===== config.mk =====
export PLATFORM = sky130hd
export DESIGN_NAME = sseg_scan_ctrl_flat
export DESIGN_NICKNAME = d
export VERILOG_FILES = /design/src/rtl/sseg_pkg.sv /design/src/rtl/sseg_scan_ctrl_if.sv /design/src/rtl/sseg_lz_mask.sv /design/src/rtl/sseg_scan_ctrl.sv /design/src/flat_wrapper.sv
export SDC_FILE = /design/constraint.sdc
export NUM_CORES = 1
export LEC_CHECK = 0
export BUFFER_PORTS_ARGS = -buffer_cell sky130_fd_sc_hd__buf_2
export CORE_MARGIN = 3
export CORE_UTILIZATION = 60
export DETAILED_ROUTE_END_ITERATION = 8
export PLACE_DENSITY = 0.83
export SLEW_MARGIN = 25
export SYNTH_ARGS = -nofsm -noshare
export SYNTH_HDL_FRONTEND = slang
export SYNTH_SLANG_ARGS = --single-unit

===== constraint.sdc =====
create_clock -name clk -period 2.95 [get_ports clk]
set_clock_uncertainty 0.05 [all_clocks]
set_input_delay 0.295 -clock clk [delete_from_list [all_inputs] [get_ports clk]]
set_output_delay 0.295 -clock clk [all_outputs]
set_load 0.05 [all_outputs]

===== src/rtl/sseg_pkg.sv =====
// Shared segment constants and BCD-to-segment decode for the scan controller.
// Segment order is {g,f,e,d,c,b,a}, active-low.
package sseg_pkg;

  localparam logic [6:0] SEG_BLANK = 7'h7F;

  localparam logic [6:0] SEG_0 = 7'b1000000;
  localparam logic [6:0] SEG_1 = 7'b1111001;
  localparam logic [6:0] SEG_2 = 7'b0100100;
  localparam logic [6:0] SEG_3 = 7'b0110000;
  localparam logic [6:0] SEG_4 = 7'b0011001;
  localparam logic [6:0] SEG_5 = 7'b0010010;
  localparam logic [6:0] SEG_6 = 7'b0000010;
  localparam logic [6:0] SEG_7 = 7'b1111000;
  localparam logic [6:0] SEG_8 = 7'b0000000;
  localparam logic [6:0] SEG_9 = 7'b0010000;

  // Non-decimal codes come out blank rather than garbage or X.
  function automatic logic [6:0] bcd_to_seg(input logic [3:0] bcd);
    logic [6:0] seg;
    case (bcd)
      4'd0:    seg = SEG_0;
      4'd1:    seg = SEG_1;
      4'd2:    seg = SEG_2;
      4'd3:    seg = SEG_3;
      4'd4:    seg = SEG_4;
      4'd5:    seg = SEG_5;
      4'd6:    seg = SEG_6;
      4'd7:    seg = SEG_7;
      4'd8:    seg = SEG_8;
      4'd9:    seg = SEG_9;
      default: seg = SEG_BLANK;
    endcase
    return seg;
  endfunction

endpackage


===== src/rtl/sseg_scan_ctrl_if.sv =====
// Display-side bundle of the scan controller: value load strobe, BCD data,
// leading-zero control in; segment/anode drive and status out.
interface sseg_scan_ctrl_if #(
  parameter int NUM_DIGITS = 4
) ();
  logic                    load;
  logic [4*NUM_DIGITS-1:0] bcd_in;
  logic                    blank_lz;
  logic [6:0]              sseg;
  logic [NUM_DIGITS-1:0]   an;
  logic                    update_pending;
  logic                    frame_done;

  modport master (
    output load, bcd_in, blank_lz,
    input  sseg, an, update_pending, frame_done
  );

  modport slave (
    input  load, bcd_in, blank_lz,
    output sseg, an, update_pending, frame_done
  );
endinterface


===== src/rtl/sseg_lz_mask.sv =====
// Leading-zero blank mask: bit i set when digit i and every higher digit are
// zero. Digit 0 is never masked so a zero value still shows a single "0".
module sseg_lz_mask #(
  parameter int NUM_DIGITS = 4
) (
  input  logic [4*NUM_DIGITS-1:0] active,
  input  logic                    blank_lz,
  output logic [NUM_DIGITS-1:0]   mask
);

  logic zero_above;

  // Walk from the most significant digit down, tracking "all zero so far".
  always_comb begin
    zero_above = 1'b1;
    mask       = '0;
    for (int i = NUM_DIGITS - 1; i >= 0; i--) begin
      zero_above = zero_above & (active[i*4 +: 4] == 4'd0);
      mask[i]    = blank_lz & zero_above & (i != 0);
    end
  end

endmodule


===== src/rtl/sseg_scan_ctrl.sv =====
// Time-multiplexed scan controller for a common-anode seven-segment display.
// One shared decoder, a per-digit refresh slot with a short dead time, and a
// shadow/active double buffer that only swaps at the frame boundary.
module sseg_scan_ctrl
  import sseg_pkg::*;
#(
  parameter int NUM_DIGITS  = 4,
  parameter int REFRESH_DIV = 50000,
  parameter int DEAD        = 2
) (
  input  logic            clk,
  input  logic            rst,
  sseg_scan_ctrl_if.slave bus
);

  localparam int DIV_W = $clog2(REFRESH_DIV);
  localparam int IDX_W = (NUM_DIGITS > 1) ? $clog2(NUM_DIGITS) : 1;
  localparam int BCD_W = 4 * NUM_DIGITS;
  localparam logic [DIV_W-1:0] DIV_LAST = DIV_W'(REFRESH_DIV - 1);
  localparam logic [IDX_W-1:0] IDX_LAST = IDX_W'(NUM_DIGITS - 1);

  if (NUM_DIGITS < 1 || NUM_DIGITS > 8) begin : g_bad_num_digits
    $error("sseg_scan_ctrl: NUM_DIGITS must be 1..8");
  end
  if (REFRESH_DIV < 2) begin : g_bad_refresh_div
    $error("sseg_scan_ctrl: REFRESH_DIV must be >= 2");
  end
  if (DEAD < 0 || DEAD > REFRESH_DIV - 1) begin : g_bad_dead
    $error("sseg_scan_ctrl: DEAD must be 0..REFRESH_DIV-1");
  end

  logic [DIV_W-1:0]      div_cnt_q, div_cnt_d;
  logic [IDX_W-1:0]      idx_q, idx_d;
  logic [BCD_W-1:0]      shadow_q, shadow_d;
  logic [BCD_W-1:0]      active_q, active_d;
  logic                  pend_q, pend_d;
  logic                  frame_done_q, frame_done_d;
  logic [NUM_DIGITS-1:0] an_q, an_d;
  logic [6:0]            sseg_q, sseg_d;

  logic                  div_wrap;
  logic                  fb;
  logic [NUM_DIGITS-1:0] lz_mask;
  logic [3:0]            cur_digit;
  logic                  cur_blank;

  sseg_lz_mask #(.NUM_DIGITS(NUM_DIGITS)) u_lz_mask (
    .active   (active_q),
    .blank_lz (bus.blank_lz),
    .mask     (lz_mask)
  );

  assign div_wrap = (div_cnt_q == DIV_LAST);
  assign fb       = div_wrap && (idx_q == IDX_LAST);

  // Slot divider and digit index; index steps once per completed slot.
  always_comb begin
    div_cnt_d = div_wrap ? '0 : div_cnt_q + 1'b1;
    idx_d     = idx_q;
    if (div_wrap) begin
      idx_d = (idx_q == IDX_LAST) ? '0 : idx_q + 1'b1;
    end
  end

  // Double buffer: loads park in shadow, the frame boundary publishes them.
  // A load coinciding with the boundary goes straight to active.
  always_comb begin
    shadow_d     = shadow_q;
    active_d     = active_q;
    pend_d       = pend_q;
    frame_done_d = fb;
    if (fb) begin
      if (bus.load) begin
        active_d = bus.bcd_in;
        shadow_d = bus.bcd_in;
      end else if (pend_q) begin
        active_d = shadow_q;
      end
      pend_d = 1'b0;
    end else if (bus.load) begin
      shadow_d = bus.bcd_in;
      pend_d   = 1'b1;
    end
  end

  // Next anode/segment drive for the current slot; dark during dead time.
  always_comb begin
    cur_digit = 4'd0;
    cur_blank = 1'b0;
    an_d      = '1;
    sseg_d    = SEG_BLANK;
    for (int i = 0; i < NUM_DIGITS; i++) begin
      if (idx_q == IDX_W'(i)) begin
        cur_digit = active_q[i*4 +: 4];
        cur_blank = lz_mask[i];
      end
    end
    if (int'(div_cnt_q) >= DEAD) begin
      for (int i = 0; i < NUM_DIGITS; i++) begin
        an_d[i] = (idx_q != IDX_W'(i));
      end
      sseg_d = cur_blank ? SEG_BLANK : bcd_to_seg(cur_digit);
    end
  end

  // State and output registers; reset leaves the display dark.
  always_ff @(posedge clk or posedge rst) begin
    if (rst) begin
      div_cnt_q    <= '0;
      idx_q        <= '0;
      shadow_q     <= '0;
      active_q     <= '0;
      pend_q       <= 1'b0;
      frame_done_q <= 1'b0;
      an_q         <= '1;
      sseg_q       <= SEG_BLANK;
    end else begin
      div_cnt_q    <= div_cnt_d;
      idx_q        <= idx_d;
      shadow_q     <= shadow_d;
      active_q     <= active_d;
      pend_q       <= pend_d;
      frame_done_q <= frame_done_d;
      an_q         <= an_d;
      sseg_q       <= sseg_d;
    end
  end

  assign bus.sseg           = sseg_q;
  assign bus.an             = an_q;
  assign bus.update_pending = pend_q;
  assign bus.frame_done     = frame_done_q;

endmodule


===== src/flat_wrapper.sv =====
// flat-port wrapper written by rule: the top's interface ports become plain ports
module sseg_scan_ctrl_flat import sseg_pkg::*;
#(
  parameter int NUM_DIGITS  = 4,
  parameter int REFRESH_DIV = 50000,
  parameter int DEAD        = 2
)
  (clk, rst, bus_load, bus_bcd_in, bus_blank_lz, bus_sseg, bus_an, bus_update_pending, bus_frame_done);
  sseg_scan_ctrl_if #(.NUM_DIGITS(NUM_DIGITS)) bus_i ();
  input  logic clk;
  input  logic rst;
  input wire logic [$bits(bus_i.load)-1:0] bus_load;
  input wire logic [$bits(bus_i.bcd_in)-1:0] bus_bcd_in;
  input wire logic [$bits(bus_i.blank_lz)-1:0] bus_blank_lz;
  output wire logic [$bits(bus_i.sseg)-1:0] bus_sseg;
  output wire logic [$bits(bus_i.an)-1:0] bus_an;
  output wire logic [$bits(bus_i.update_pending)-1:0] bus_update_pending;
  output wire logic [$bits(bus_i.frame_done)-1:0] bus_frame_done;
  assign bus_i.load = bus_load;
  assign bus_i.bcd_in = bus_bcd_in;
  assign bus_i.blank_lz = bus_blank_lz;
  assign bus_sseg = bus_i.sseg;
  assign bus_an = bus_i.an;
  assign bus_update_pending = bus_i.update_pending;
  assign bus_frame_done = bus_i.frame_done;
  sseg_scan_ctrl #(.NUM_DIGITS(NUM_DIGITS), .REFRESH_DIV(REFRESH_DIV), .DEAD(DEAD)) u_core (.clk(clk), .rst(rst), .bus(bus_i));
endmodule

[Word-level counts from Yosys, hierarchy flattened]
Memories as Yosys holds them, arrays and structs flattened.
Index checks and enable logic that the tools add are counted.
Cells by class
  $add $sub $neg: 2
  magnitude comparators: 1
  equal/unequal tests: 7
  mux-type cells: 16
  bitwise logic cells: 5
  reduce and logical (&&, ||, !) cells: 9
Operators with widths (count)
  16-bit two-way mux: 3
  4-bit two-way mux: 5
  16-bit by 1-bit adder with 16-bit output, second input constant: 1
  16-bit equality test, second input constant: 1
  16-bit by 2-bit >= comparator with 1-bit output, second input constant: 1
  7-bit two-way mux: 2
  4-bit zero test: 3
  2-bit nonzero test: 3
  1-bit bitwise AND: 5
  1-bit two-way mux: 5
  2-bit equality test, second input constant: 2
  2-bit != test, second input constant: 2
  2-bit by 1-bit adder with 2-bit output, second input constant: 1
  2-bit by 1-bit equality test with 1-bit output, second input constant: 1
  2-bit zero test: 1
  2-bit two-way mux: 1
  2-bit by 1-bit != test with 1-bit output, second input constant: 1
  2-bit AND reduction: 1
  1-bit logical AND: 1
Word-level totals
  flip-flop bits (word level): 63
  ROM bits: 112
  input bits: 20
  output and inout bits: 13
  logic and storage cells: 49
  memories kept: 1
Memories
  (no name shown): depth 16, bits a word 7, read ports 1, clocked after Yosys merged registers in 0, wr ports 0, line sseg_pkg.sv:21  | case (bcd)

[Longest topological paths before layout]
  depth in word-level cells: 9
  depth in mapped cells: 10
  gate-level depth less buffers: 9

[By module]
Synthesis repeated with hierarchy kept, for this count alone.
Unflattened totals
  cell total of the unflattened synthesis: 243
  area total of the unflattened synthesis: 2919.0 um^2
Modules (own cells, without submodules)
  sseg_scan_ctrl: times used 1, cells an instance 235, area each 2861.5 um^2, sequential area each 1590.3 um^2
  sseg_lz_mask: times used 1, cells an instance 8, area each 57.6 um^2, sequential area each 0.0 um^2

[Worst setup path after synthesis]
OpenSTA, ideal clock, no wires.
  kind: reg-to-reg
  start point: register u_core.idx_q[0]
  end point: register u_core.sseg_q[6] (netlist: u_core.bus.sseg[6])
  setup time: 0.111 ns
  arrival: 1.863 ns
  required time: 2.789 ns
  setup slack: 0.926 ns
  cell stages (with the launch flop): 10
  path buffers: 2
  clock period less this slack: 2.024 ns
  cell sequence: dfrtp_1 -> ha_1 -> buf_2 -> buf_2 -> nor2b_1 -> a211o_1 -> inv_1 -> ha_1 -> nor2_1 -> o311ai_0
On the way
  cells in the longest elaborated chain, start to end: 8
  elaborated cells between the ends (all ways): 14
  those cells by class: eq/ne (3); mux (9); reduce/logical (1); memory (1)
RTL lines
  start, declared: line sseg_scan_ctrl.sv:33  | logic [IDX_W-1:0] idx_q, idx_d;
  start signal, assigned: line sseg_scan_ctrl.sv:119  | idx_q <= idx_d;
  2-bit zero test: line sseg_scan_ctrl.sv:93  | if (idx_q == IDX_W'(i)) begin
  4-bit two-way mux (4 in series): line sseg_scan_ctrl.sv:93
  memory 16 x 7 bit
  7-bit two-way mux (*): line sseg_scan_ctrl.sv:102  | sseg_d = cur_blank ? SEG_BLANK : bcd_to_seg(cur_digit);
  7-bit two-way mux (*): line sseg_scan_ctrl.sv:98  | if (int'(div_cnt_q) >= DEAD) begin
  via u_core.sseg_d[6]: line sseg_scan_ctrl.sv:39  | logic [6:0] sseg_q, sseg_d;
  end signal, assigned: line sseg_scan_ctrl.sv:125  | sseg_q <= sseg_d;
  end, declared: line sseg_scan_ctrl.sv:39
The timed path passes the listed nets; every way through them passes the cells marked *.
A chain may end at the register's enable or synchronous reset.

[Worst setup path in the final report]
Ends and elaborated chain as after synthesis.

==> flow_summary.ini <==
[run_status]
status = completed

[global_route]
grt_pass1_wl_microns = 8740
grt-ovfl-total = 0
antenna_found_initial = 0
grt_pass1_vias = 1925
grt_use_total_pct = 21.2
grt_max_degree = 33

[power]
combPwrFrac_pct = 3.8
p_leak_nw = 1.65
switching_share_pct = 20.8
vdd_drop_max_mv = 0.485
power.density_mw_per_mm2 = 538
internal_power_mw = 1.42
clkPwrFrac_pct = 46.4
power_frac_seq_pct = 49.8
switching_power_mw = 0.373

[timing]
grt_setup_unrepaired = no
hold_viol_final = 0
holdWs_ns = 0.152
finalSetupViolCount = 0
relSlewSlack_pct = 47.5
tightestPinTransition_ns = 0.783
period_share_pct = 78.7
period_needed_ns = 2.32
maxSlewViolCount = 0
fin_setup_tns_ns = 0
clock.fmax_ghz = 0.431

[critical_path]
slowest_stage = a311oi_1
cp.arrival_ns = 2.50
crit_family = compound AO/OA/AOI/OAI gates
critPathMaxFanout = 17
crit_type = flip-flop to flip-flop
worstPathCellList = ha_1 > nor2_1 > a311oi_1 > nor2_1 > o311ai_0
crit_path_start_kind = flip-flop
cp_data_required_time_ns = 3.13
crit_buf_inv = 0
max_stage_delay_ns = 0.62
worst_setup_path_end_kind = flip-flop
path_common_cell = nor2_1

[route]
drtIter0Drc = 122
route.detailed.drc = 0
drt-total-wl_microns = 5180
firstDrtPassIters = 4
post_drt_wl_per_cell_microns = 15.4
ant_nets = 0
via_per_inst = 5.65
num_vias = 1900

[synth]
syn_inst = 241
syn_nets = 268
syn_area_sq_mm = 0.00289
synth-warning-count = 0
yosys.cell_types.count = 38
ys_seq_elements = 63
seq_area_frac_synth_pct = 55.0
synth_area_per_cell_sq_um = 12.0

[clock_tree]
htree_levels = 3
hold_buffers = 1
clk_pin_slew_ns = 0.07
cts_tree = yes
postCtsSetupBuffers = 0
clk_latency_ns = 0.34
clock_path_buffers = 2
postCtsResizedCells = 0
clkSinkCount = 63
cts_buffers = 9
cts_root_buf = clkbuf_8

[finish]
synthToLayoutAreaGrowth_pct = 15.0
fin_nets = 306
diodes = 0
utilization_pct = 73.8
fillers = 312
layout-drive-gt1-share_pct = 33.8
layout.cells.non_filler = 336

[floorplanning]
die-height_microns = 75.4
rows = 24
die_area_sq_mm = 0.00569
fp.dieW_microns = 75.4
start_util_pct = 64.2
core_sq_mm = 0.00450
pin_count = 33

[placed_design]
placed_cells = 319
post-dp-hpwl_microns = 3700
gp_congestion = 0.881
io_buffers = 32

[worst_hold_path]
hold_path_class = input pin to flip-flop

[flow_run]
drv_cap = 0
## synthesized netlist by cell type
library cell	n	share of area (%)
and3_1	1	0.22
nor3_1	5	0.87
nor4_1	7	1.5
nor3b_1	4	1.0
xnor2_1	5	1.5
nor4_4	1	0.74
nor2b_1	4	0.87
buf_1	1	0.13
nand4b_1	2	0.61
and4_1	2	0.61
o311ai_0	1	0.30
mux2_4	10	5.2
xor2_1	9	2.7
inv_1	8	1.0
nand4_1	3	0.65
buf_2	4	0.69
nand4b_4	1	0.82
mux2_2	22	8.6
and2_1	2	0.43
o21a_1	1	0.26
clkbuf_1	3	0.39
nand2b_1	1	0.22
dfstp_2	11	10
a311o_1	1	0.35
a211oi_1	4	1.0
nand3_1	7	1.2
a211o_1	2	0.61
a21oi_1	3	0.52
a21boi_0	1	0.26
a311oi_1	1	0.30
nor2_1	24	3.1
nand2_1	19	2.5
o21ai_0	6	1.0
o211ai_1	1	0.26
dfrtp_1	52	45
buf_6	1	0.39
ha_1	7	3.0
nand3b_1	4	1.0
## path summary, 6_finish.rpt
check | startpoint | to | slack, ns | depth (start not counted)
hold / removal | bus_bcd_in[7] | u_core.shadow_q[7] | 0.15 | 2
hold reg to reg | u_core.shadow_q[7] | u_core.shadow_q[7] | 0.45 | 1
setup reg to reg | u_core.idx_q[0] | u_core.bus.sseg[6] | 0.63 | 5
setup / recovery | u_core.idx_q[0] | u_core.bus.sseg[6] | 0.63 | 5
min in group asynchronous | rst | u_core.active_q[1] | 0.38 | 3
max in group asynchronous | rst | u_core.div_cnt_q[13] | 1.79 | 4
## power groups by stage
stage               combinational, mW  clock, mW  sequential (mW)
floorplan                      0.0443          0            0.905
global placement               0.0676          0            0.906
detailed placement             0.0696          0            0.907
CTS                            0.0706      0.848            0.891
global route                   0.0771      0.889            0.893
finish                         0.0680      0.831            0.891
## registers in the layout (all words and copies together) (netlist names)
signal / flops
u_core.bus.sseg: 7
u_core.idx_q: 2
u_core.bus.update_pending: 1
u_core.active_q: 16
u_core.bus.frame_done: 1
u_core.shadow_q: 16
u_core.div_cnt_q: 16
u_core.bus.an: 4
## per-layer routing
layer	part of all wire, %	GRT usage, %	wire (microns)	vias to the layer above
li1	-	-	-	921
met1	43	25.2	2220	927
met2	51	34.1	2640	39
met3	3.7	6.46	190	13
met4	2.6	12.4	133	0
met5	0	0	0	-
## per-stage QoR
step | setup WS [ns] | cell area [sq um] | total power, mW
global placement | 0.716 | 3090 | 0.973
floorplan | 0.926 | 2890 | 0.949
global route | 0.341 | 3330 | 1.86
CTS | 0.624 | 3330 | 1.81
detailed placement | 0.660 | 3090 | 0.976
finish | 0.630 | 3330 | 1.79
## kinds of logic after synthesis
| group | share of synthesized area, % |
|---|---|
| simple gates | 16.4 |
| buf+inv | 2.64 |
| xor+xnor | 4.24 |
| compound gates | 4.93 |
| flops | 55.0 |
| fa+ha+maj | 3.03 |
| mux | 13.8 |
## worst reg2reg max path: cells and delay by family (launching register included)
kind / cells / cell delay, ns
AO/OA/AOI/OAI: 2 / 0.93
adder cells (fa/ha/maj): 1 / 0.56
flip-flops: 1 / 0.40
AND/OR/NAND/NOR: 2 / 0.26
## layout by cell type (no fill, tap or decap), types with 4 or more instances in the layout
cell / count
dfrtp_1: 52
buf_2: 32
nor2_1: 24
mux2_2: 22
nand2_1: 19
dfstp_2: 11
mux2_4: 10
clkbuf_8: 10
xor2_1: 9
nor4_1: 7
nand3_1: 7
inv_1: 7
ha_1: 7
o21ai_0: 6
nor3_1: 5
xnor2_1: 5
nand3b_1: 4
a211oi_1: 4
nor2b_1: 4
nor3b_1: 4
## layout make-up
class                      instances  area [sq um]  area share [%]
clock buffer                      11           141            4.25
clock inverter                     5          81.3            2.45
inverter                           8          30.0           0.903
multi-input combinational        161          1220            36.8
sequential                        63          1590            47.8
tap                               52          65.1            1.96
timing repair buffer              36           193            5.79
Note: power is estimated with default switching activity, not from simulation.
